`config.mk`:
```
export PLATFORM = sky130hd
export DESIGN_NAME = i2s_receiver
export DESIGN_NICKNAME = d
export VERILOG_FILES = /design/src/rtl/i2s_receiver.sv
export SDC_FILE = /design/constraint.sdc
export NUM_CORES = 1
export LEC_CHECK = 0
export ABC_AREA = 1
export BUFFER_PORTS_ARGS = -buffer_cell sky130_fd_sc_hd__buf_2
export CAP_MARGIN = 20
export CELL_PAD_IN_SITES_DETAIL_PLACEMENT = 1
export CELL_PAD_IN_SITES_GLOBAL_PLACEMENT = 1
export CORE_MARGIN = 4
export CORE_UTILIZATION = 30
export DETAILED_ROUTE_END_ITERATION = 8
export PLACE_DENSITY_LB_ADDON = 0.1
export SLEW_MARGIN = 20
export SYNTH_ARGS = -nofsm -noshare
export SYNTH_HDL_FRONTEND = slang
export SYNTH_SLANG_ARGS = --single-unit
export TNS_END_PERCENT = 30
```
`constraint.sdc`:
```
create_clock -name in_clk -period 5.6 [get_ports in_clk]
set_clock_uncertainty 0.2 [all_clocks]
set_input_delay 0.28 -clock in_clk [delete_from_list [all_inputs] [get_ports in_clk]]
set_output_delay 0.28 -clock in_clk [all_outputs]
set_load 0.02 [all_outputs]
```
`src/rtl/i2s_receiver.sv`:
```
// i2s_receiver: oversampling I2S slave receiver.
// bck, lrck and sin are synchronised into in_clk, bck rises are detected,
// and left/right slots are framed by an HUNT/LEFT/RIGHT state machine.
// Each completed {left, right} pair goes into a valid/ready output
// register. A pair that arrives while the register is still full is
// dropped and reported as an overrun.
// Optional feature: define I2S_RX_OVERRUN_COUNT_EN to build the saturating
// overrun counter. When it is undefined, overrun_count is tied to zero.
module i2s_receiver #(
  parameter int SAMPLE_BITS    = 16,
  parameter int TIMEOUT_CYCLES = 255
) (
  input  logic                     in_clk,
  input  logic                     in_rst,
  input  logic                     enable,
  input  logic                     bck,
  input  logic                     lrck,
  input  logic                     sin,
  output logic [2*SAMPLE_BITS-1:0] out_data,
  output logic                     out_valid,
  input  logic                     out_ready,
  output logic                     overrun_tick,
  output logic                     frame_err_tick,
  output logic [7:0]               overrun_count
);

  typedef enum logic [1:0] {ST_HUNT, ST_LEFT, ST_RIGHT} state_e;

  localparam logic [5:0] SB_IDX  = 6'(SAMPLE_BITS);
  localparam logic [5:0] IDX_MAX = 6'd63;
  localparam logic [7:0] TO_LAST = 8'(TIMEOUT_CYCLES - 1);

  logic [1:0] bck_sync_q, lrck_sync_q, sin_sync_q;
  logic       bck_prev_q;
  logic       bck_s, lrck_s, sin_s, bck_rise;

  state_e                   state_q, state_d;
  logic [5:0]               bit_idx_q, bit_idx_d;
  logic                     lrck_last_q, lrck_last_d;
  logic [SAMPLE_BITS-1:0]   left_sr_q, left_sr_d, right_sr_q, right_sr_d;
  logic [7:0]               to_cnt_q, to_cnt_d;
  logic                     pair_done_q, pair_done_d;
  logic [2*SAMPLE_BITS-1:0] pair_q, pair_d;
  logic                     frame_err_q, frame_err_d;
  logic [2*SAMPLE_BITS-1:0] out_data_q, out_data_d;
  logic                     out_valid_q, out_valid_d;
  logic                     overrun_q, overrun_d;

  logic                     boundary, capture, timeout;
  logic [5:0]               idx_inc;
  logic [SAMPLE_BITS-1:0]   left_shift, right_shift;

  // Two-flop synchronisers, plus a delayed copy of bck for rise detection.
  // NOTE: clocked state always uses non-blocking (<=) assignments so every
  // flop samples values from before the edge, regardless of statement order.
  always_ff @(posedge in_clk) begin
    if (in_rst) begin
      bck_sync_q  <= '0;
      lrck_sync_q <= '0;
      sin_sync_q  <= '0;
      bck_prev_q  <= 1'b0;
    end else begin
      bck_sync_q  <= {bck_sync_q[0], bck};
      lrck_sync_q <= {lrck_sync_q[0], lrck};
      sin_sync_q  <= {sin_sync_q[0], sin};
      bck_prev_q  <= bck_sync_q[1];
    end
  end

  assign bck_s    = bck_sync_q[1];
  assign lrck_s   = lrck_sync_q[1];
  assign sin_s    = sin_sync_q[1];
  assign bck_rise = bck_s & ~bck_prev_q;

  // Framing, shifting, timeout and output-register next state.
  // NOTE: every variable gets its default first, so no path through this
  // block leaves a value unassigned and no latch is inferred.
  always_comb begin
    state_d     = state_q;
    bit_idx_d   = bit_idx_q;
    lrck_last_d = lrck_last_q;
    left_sr_d   = left_sr_q;
    right_sr_d  = right_sr_q;
    to_cnt_d    = to_cnt_q;
    pair_done_d = 1'b0;
    pair_d      = pair_q;
    frame_err_d = 1'b0;
    out_data_d  = out_data_q;
    out_valid_d = out_valid_q;
    overrun_d   = 1'b0;

    boundary    = bck_rise && (lrck_s != lrck_last_q);
    idx_inc     = (bit_idx_q == IDX_MAX) ? IDX_MAX : bit_idx_q + 6'd1;
    // Index 0 is the boundary bit, so a capture is any non-boundary rise
    // whose new index lands in 1..SAMPLE_BITS.
    capture     = bck_rise && !boundary && (idx_inc <= SB_IDX);
    left_shift  = (left_sr_q << 1) | SAMPLE_BITS'(sin_s);
    right_shift = (right_sr_q << 1) | SAMPLE_BITS'(sin_s);
    timeout     = !bck_rise && (state_q != ST_HUNT) && (to_cnt_q == TO_LAST);

    if (bck_rise) begin
      lrck_last_d = lrck_s;
      bit_idx_d   = boundary ? 6'd0 : idx_inc;
      to_cnt_d    = '0;
    end else begin
      to_cnt_d    = to_cnt_q + 8'd1;
    end

    case (state_q)
      ST_HUNT: begin
        if (boundary && !lrck_s) state_d = ST_LEFT;
      end
      ST_LEFT: begin
        if (boundary) begin
          if (bit_idx_q >= SB_IDX) begin
            state_d = ST_RIGHT;
          end else begin
            state_d     = ST_HUNT;
            frame_err_d = 1'b1;
          end
        end else if (capture) begin
          left_sr_d = left_shift;
        end
      end
      ST_RIGHT: begin
        if (boundary) begin
          if (bit_idx_q >= SB_IDX) begin
            state_d = ST_LEFT;
          end else begin
            state_d     = ST_HUNT;
            frame_err_d = 1'b1;
          end
        end else if (capture) begin
          right_sr_d = right_shift;
          if (idx_inc == SB_IDX) begin
            pair_done_d = 1'b1;
            pair_d      = {left_sr_q, right_shift};
          end
        end
      end
      default: state_d = ST_HUNT;
    endcase

    if (timeout) begin
      state_d     = ST_HUNT;
      frame_err_d = 1'b1;
    end

    if (!enable) begin
      state_d     = ST_HUNT;
      pair_done_d = 1'b0;
      frame_err_d = 1'b0;
    end

    // The timeout counter only runs while a frame is being tracked.
    if (state_d == ST_HUNT) to_cnt_d = '0;

    // Output register: a new pair wins over an accept; if the held pair is
    // not being taken, the new pair is dropped instead.
    if (pair_done_q) begin
      if (out_valid_q && !out_ready) begin
        overrun_d = 1'b1;
      end else begin
        out_data_d  = pair_q;
        out_valid_d = 1'b1;
      end
    end else if (out_valid_q && out_ready) begin
      out_valid_d = 1'b0;
    end
  end

  // State register for framing, shifting and the output stage.
  always_ff @(posedge in_clk) begin
    if (in_rst) begin
      state_q     <= ST_HUNT;
      bit_idx_q   <= '0;
      lrck_last_q <= 1'b0;
      left_sr_q   <= '0;
      right_sr_q  <= '0;
      to_cnt_q    <= '0;
      pair_done_q <= 1'b0;
      pair_q      <= '0;
      frame_err_q <= 1'b0;
      out_data_q  <= '0;
      out_valid_q <= 1'b0;
      overrun_q   <= 1'b0;
    end else begin
      state_q     <= state_d;
      bit_idx_q   <= bit_idx_d;
      lrck_last_q <= lrck_last_d;
      left_sr_q   <= left_sr_d;
      right_sr_q  <= right_sr_d;
      to_cnt_q    <= to_cnt_d;
      pair_done_q <= pair_done_d;
      pair_q      <= pair_d;
      frame_err_q <= frame_err_d;
      out_data_q  <= out_data_d;
      out_valid_q <= out_valid_d;
      overrun_q   <= overrun_d;
    end
  end

  assign out_data       = out_data_q;
  assign out_valid      = out_valid_q;
  assign overrun_tick   = overrun_q;
  assign frame_err_tick = frame_err_q;

`ifdef I2S_RX_OVERRUN_COUNT_EN
  logic [7:0] ovr_cnt_q, ovr_cnt_d;

  always_comb begin
    ovr_cnt_d = ovr_cnt_q;
    if (overrun_q && (ovr_cnt_q != 8'hFF)) ovr_cnt_d = ovr_cnt_q + 8'd1;
  end

  // Saturating count of dropped pairs; only in_rst clears it.
  always_ff @(posedge in_clk) begin
    if (in_rst) ovr_cnt_q <= '0;
    else        ovr_cnt_q <= ovr_cnt_d;
  end

  assign overrun_count = ovr_cnt_q;
`else
  assign overrun_count = '0;
`endif

endmodule

```
Yosys cells after proc, flatten, opt, wreduce, memory -nomap -nowiden
Index checks and enable logic that the tools add are counted.
{ "totals": {"register_bits": 123} }
{ "classes": {"muxes": 19, "bitwise_logic": 10, "order_cmp": 2, "add_sub_neg": 2, "eq_ne": 7, "n_reduce_logical": 26} }
{ "ops": {"columns": ["op", "count"], "rows": [
  ["16-bit by 1-bit OR with 16-bit output", 2],
  ["2-bit 2-to-1 mux", 6],
  ["6-bit 2-to-1 mux", 2],
  ["1-bit 2-to-1 mux", 10],
  ["8-bit by 1-bit adder with 8-bit output, second input constant", 1],
  ["8-bit equality test, second input constant", 1],
  ["1-bit logical AND", 8],
  ["1-bit inverter", 7],
  ["6-bit by 1-bit adder with 6-bit output, second input constant", 1],
  ["6-bit by 5-bit equality test with 1-bit output, second input constant", 1],
  ["6-bit equality test, second input constant", 1],
  ["6-bit by 5-bit greater-or-equal comparator with 1-bit output, second input constant", 1],
  ["6-bit by 5-bit <= comparator with 1-bit output, second input constant", 1],
  ["2-bit case mux with 3 select lines", 1],
  ["3-bit AND reduction", 2],
  ["2-bit OR reduction", 3],
  ["5-bit OR reduction", 1],
  ["1-bit zero test", 4],
  ["2-bit zero test", 2],
  ["2-bit AND reduction", 2],
  ["4-bit AND reduction", 1],
  ["2-bit nonzero test", 2],
  ["3-bit OR reduction", 1],
  ["2-bit by 1-bit equality test with 1-bit output, second input constant", 1],
  ["4 further kinds", 4]
]} }

Logic depth before layout (Yosys ltp)
{ "depth": {"ltp_word": 10, "mapped_depth": 13} }

Least setup slack after synthesis
Ideal clock, no wire load.
{ "synth_timing": {"path_type": "flip-flop to flip-flop", "startpoint": "register bit_idx_q[0]", "endpoint": "register pair_q[27]", "setup_time_ns": 0.113, "n_path_buf": 2, "stages_incl_launch_ff": 11, "synth_period_minus_slack_ns": 1.976, "arrival_ns": 1.663, "slack_ns": 3.624, "required_ns": 5.287, "path_cell_list": "dfxtp_1 -> ha_1 -> nand2_1 -> nor3_1 -> nor2_4 -> a21oi_2 -> buf_4 -> buf_4 -> nand4_1 -> nand2_1 -> nor2_1"} }
{ "synth_between": {"elab_chain_len": 5, "word_cells_on_any_way": 7} }
{ "synth_rtl": {"columns": ["element", "line", "rtl"], "rows": [
  ["from (decl)", "38", "logic [5:0] bit_idx_q, bit_idx_d;"],
  ["from (signal assigned)", "189", "bit_idx_q <= bit_idx_d;"],
  ["6-bit by 1-bit adder with 6-bit output / 6-bit equality test (equally long branches)", "93", "idx_inc = (bit_idx_q == IDX_MAX) ? IDX_MAX : bit_idx_q + 6'd1;"],
  ["6-bit 2-to-1 mux *", "93", null],
  ["6-bit by 5-bit <= comparator with 1-bit output", "96", "capture = bck_rise && !boundary && (idx_inc <= SB_IDX);"],
  ["1-bit logical AND", "96", null],
  ["4-bit AND reduction (no source line) *", null, null],
  ["to (signal assigned)", "195", "pair_q <= pair_d;"],
  ["to (decl)", "43", "logic [2*SAMPLE_BITS-1:0] pair_q, pair_d;"]
]} }
Mark *: on every way between the ends. The rest lies on a longest branch, timed or not.
A chain may end at the register's enable or synchronous reset.

Worst setup path after layout
{ "layout_timing": {"startpoint": "register bit_idx_q[0]", "endpoint": "register pair_q[20]"} }
The elaborated chain is that of the path after synthesis.

==> summary.md <==
| Metric | Value |
|---|---|
| Final GP Congestion | `roughly 0.8` |
| Commonest non-fill, non-tap cells in the layout | `nor2_1, dfxtp_1, nand2_1` |
| Worst setup SP type | `flop` |
| Buf+Inv Stages, Crit Path | `2` |
| Cell Rows | `46` |
| RSZ-0062 raised after global routing | `false` |
| Die W | `136 µm` |
| Post-synthesis cell count | `660` |
| Root Buffer | `clkbuf_16` |
| Failing checks | `negative hold slack` |
| Initial antenna violation count | `0` |
| Grt total ovfl | `0` |
| CP endpoint kind | `flop` |
| Share of layout cells above drive strength 1 | `0.126` |
| YS warnings | `0` |
| Clock latency on the worst-skew pair | `slightly above 400 ps` |
| Post-layout util | `0.363` |
| DR WL/cell | `approximately 13 µm` |
| DIE HEIGHT | `136 µm` |
| P per Cell Area | `between 300 and 400 nW/µm²` |
| Vias per cell | `between 4 and 5` |
| Final hold vios | `1` |
| Clk buf depth | `2` |
| Register area share after synthesis | `0.499` |
| Die area | `around 19000 µm²` |
| Crit path cell chain | `ha_1 > nand3_1 > nand2_1 > inv_2 > nor2_4 > nand2_1 > nor2_4 > inv_2 > nor2_4 > nor2_1 > nor2_1` |
| DRC violations left | `0` |
| Library cells used by synthesis | `30` |
| Crit path top cell by count | `nor2_4` |
| Total leakage power | `0.00240 µW` |
| Critical path class | `flop to flop` |
| Worst vdd ir | `just under 200 µV` |
| Cell family with most CP delay | `simple AND/OR/NAND/NOR gates` |
| #FFs+latches synth | `approximately 120` |
| I/O Buffers | `a little over 40` |
| First-pass GRT wire length | `20100 µm` |
| H-tree levels | `4` |
| Area grow syn2layout | `17.6%` |
| Antenna viol nets, final | `0` |
| CTS Sinks | `roughly 120` |
| Hpwl dp | `between 7000 and 8000 µm` |
| Highest Clock Rate | `approximately 320 MHz` |
| Outcome | `complete, but fails checks` |
| Data required time of the worst path | `roughly 5800 ps` |
| Final period utilization | `0.556` |
| Core outline area | `~16000 µm²` |
| Effective utilization at floorplan | `0.309` |
| Min-delay worst type | `input port to flop` |
| Drt first pass iters | `4` |
| Setup TNS | `0 ps` |
| Count of pins over their slew limit | `0` |
| Vias in the first global route | `~4100` |
| Commonest non-fill, non-tap cell in the layout | `nor2_1` |
| Routed WL | `11700 µm` |
| Nets@finish | `between 700 and 800` |
| Avg Cell Area, Syn | `around 7.5 µm²` |
| CTS tree | `done` |
| Tot GR Track Use | `0.135` |
| Ys async rst share | `0` |
| Fillers | `around 2000` |
| Min cycle time layout | `3110 ps` |
| DRT iter0 DRCs | `approximately 160` |
| RR Startpoint | `bit_idx_q[0]$_SDFFE_PP0N_` |
| Pre-CTS setup slack | `about 2400 ps` |
| PnR worst setup slack | `between 2000 and 2500 ps` |
| Max-cap violations | `0` |
| Vias | `about 4100` |
| Arrival time worst endpoint | `~3300 ps` |
| Final cell count without fillers | `914` |
| Setup Fix Bufs, Post-CTS | `0` |
| Post-synth EDFFs | `0` |
| Pin count of the biggest net entering global routing | `82` |
| Worst path max stage delay | `~650 ps` |
| # IOs | `50` |
| Fin Hold WS | `-1.26 ps` |
| Final setup fails | `0` |
| Critical Path Fanout Max | `33` |
| Clock-pin slew on the worst setup and hold paths | `around 60 ps` |
| Hold path startpoint | `enable` |
| Placed cells | `881` |
| CTS buffer count | `17` |
| Mapped Area | `4940 µm²` |
| Relative max-transition margin | `0.358` |
| Predominant post-synthesis flop cell | `dfxtp_1` |
| Crit. Startpoint | `bit_idx_q[0]$_SDFFE_PP0N_` |
| Antenna Cells | `0` |
| Worst Tran Pin Value | `approximately 960 ps` |
| Crit path max-delay cell type | `nor2_4` |
[sequential cells by signal, indices dropped and copies added, names as in the netlist, 2 cells and up]
signal / flops
bck_sync_q: 2
bit_idx_q: 6
left_sr_q: 16
lrck_sync_q: 2
out_data: 32
pair_q: 32
right_sr_q: 15
sin_sync_q: 2
state_q: 2
to_cnt_q: 8
[worst paths after layout]
check | to | slack (ps) | cells after the start
worst max-delay path | pair_q[20]$_SDFFE_PP0P_ | 2490 | 11
worst min-delay path | frame_err_tick$_SDFF_PP0_ | -1 | 3
worst min register to register | sin_sync_q[1]$_SDFF_PP0_ | 210 | 2
worst max register to register | pair_q[20]$_SDFFE_PP0P_ | 2490 | 11
[repair_timing]
action | CTS | global route
hold endpoints to repair | 5 | 0
resized for setup | 0 | 0
hold buffers | 4 | 0
[cell type report]
class                      count  area (µm²)  share of cell area
clock buffer                  22         484              0.0834
multi-input combinational    431        2030               0.349
sequential                   123        2460               0.424
inverter                      66         248              0.0426
clock inverter                 7        43.8             0.00754
timing repair buffer          49         275              0.0474
tap                          216         270              0.0465
[metrics by stage]
step / hold WS [ps] / instance area, µm² / total power (µW)
6_report: -1.26 / 5810 / 1910
2_1_floorplan: 157 / 4960 / 938
3_5_place_dp: 201 / 5240 / 945
5_1_grt: 26.1 / 5810 / 1990
3_3_place_gp: 202 / 5240 / 944
4_1_cts: 15.1 / 5810 / 1940
[metal layers]
metal	part of all wire	GRT usage	up-vias	wire (µm)
met5	0	0	-	0
met4	0.017	0.0549	0	197
met3	0.037	0.0377	18	436
met2	0.44	0.206	59	5120
met1	0.51	0.181	1901	5980
li1	-	-	2152	-
[synthesized netlist by cell type, types with 2 or more instances]
library cell	count	share of area
inv_1	62	0.047
ha_1	7	0.018
o21ai_0	52	0.053
nand3_1	19	0.019
dfxtp_1	123	0.50
nor2_2	3	0.0038
xnor2_1	4	0.0071
nor3_1	2	0.0020
buf_4	14	0.021
a21oi_1	42	0.043
nand4_1	37	0.047
o21ai_1	3	0.0030
nor2_4	3	0.0068
inv_2	3	0.0023
nand2_1	88	0.067
clkbuf_1	25	0.019
nor2_1	152	0.12
buf_2	8	0.0081
xor2_1	2	0.0035
[power breakdown]
group / leakage [µW] / total, µW / switching, µW / internal, µW
Sequential: 0.000992 / 881 / 1.89 / 879
Combinational: 0.00115 / 47.1 / 34.6 / 12.5
Clock: 0.000259 / 978 / 377 / 601
[worst register-to-register path, stage by stage (launching register included)]
cell and delay, ps:
dfxtp_1 400, ha_1 240, nand3_1 160, nand2_1 110
inv_2 40, nor2_4 160, nand2_1 110, nor2_4 610
inv_2 120, nor2_4 650, nor2_1 110, nor2_1 120
[logic make-up after synthesis]
logic type	count (synthesis)	synth area share
AND/OR/NAND/NOR	309	0.269
flip-flops	123	0.499
buffers and inverters	113	0.0986
AO/OA/AOI/OAI	101	0.105
adder cells (fa/ha/maj)	7	0.0177
XOR/XNOR	6	0.0106
other	1	0.000759
(Power assumes the default switching activity.)
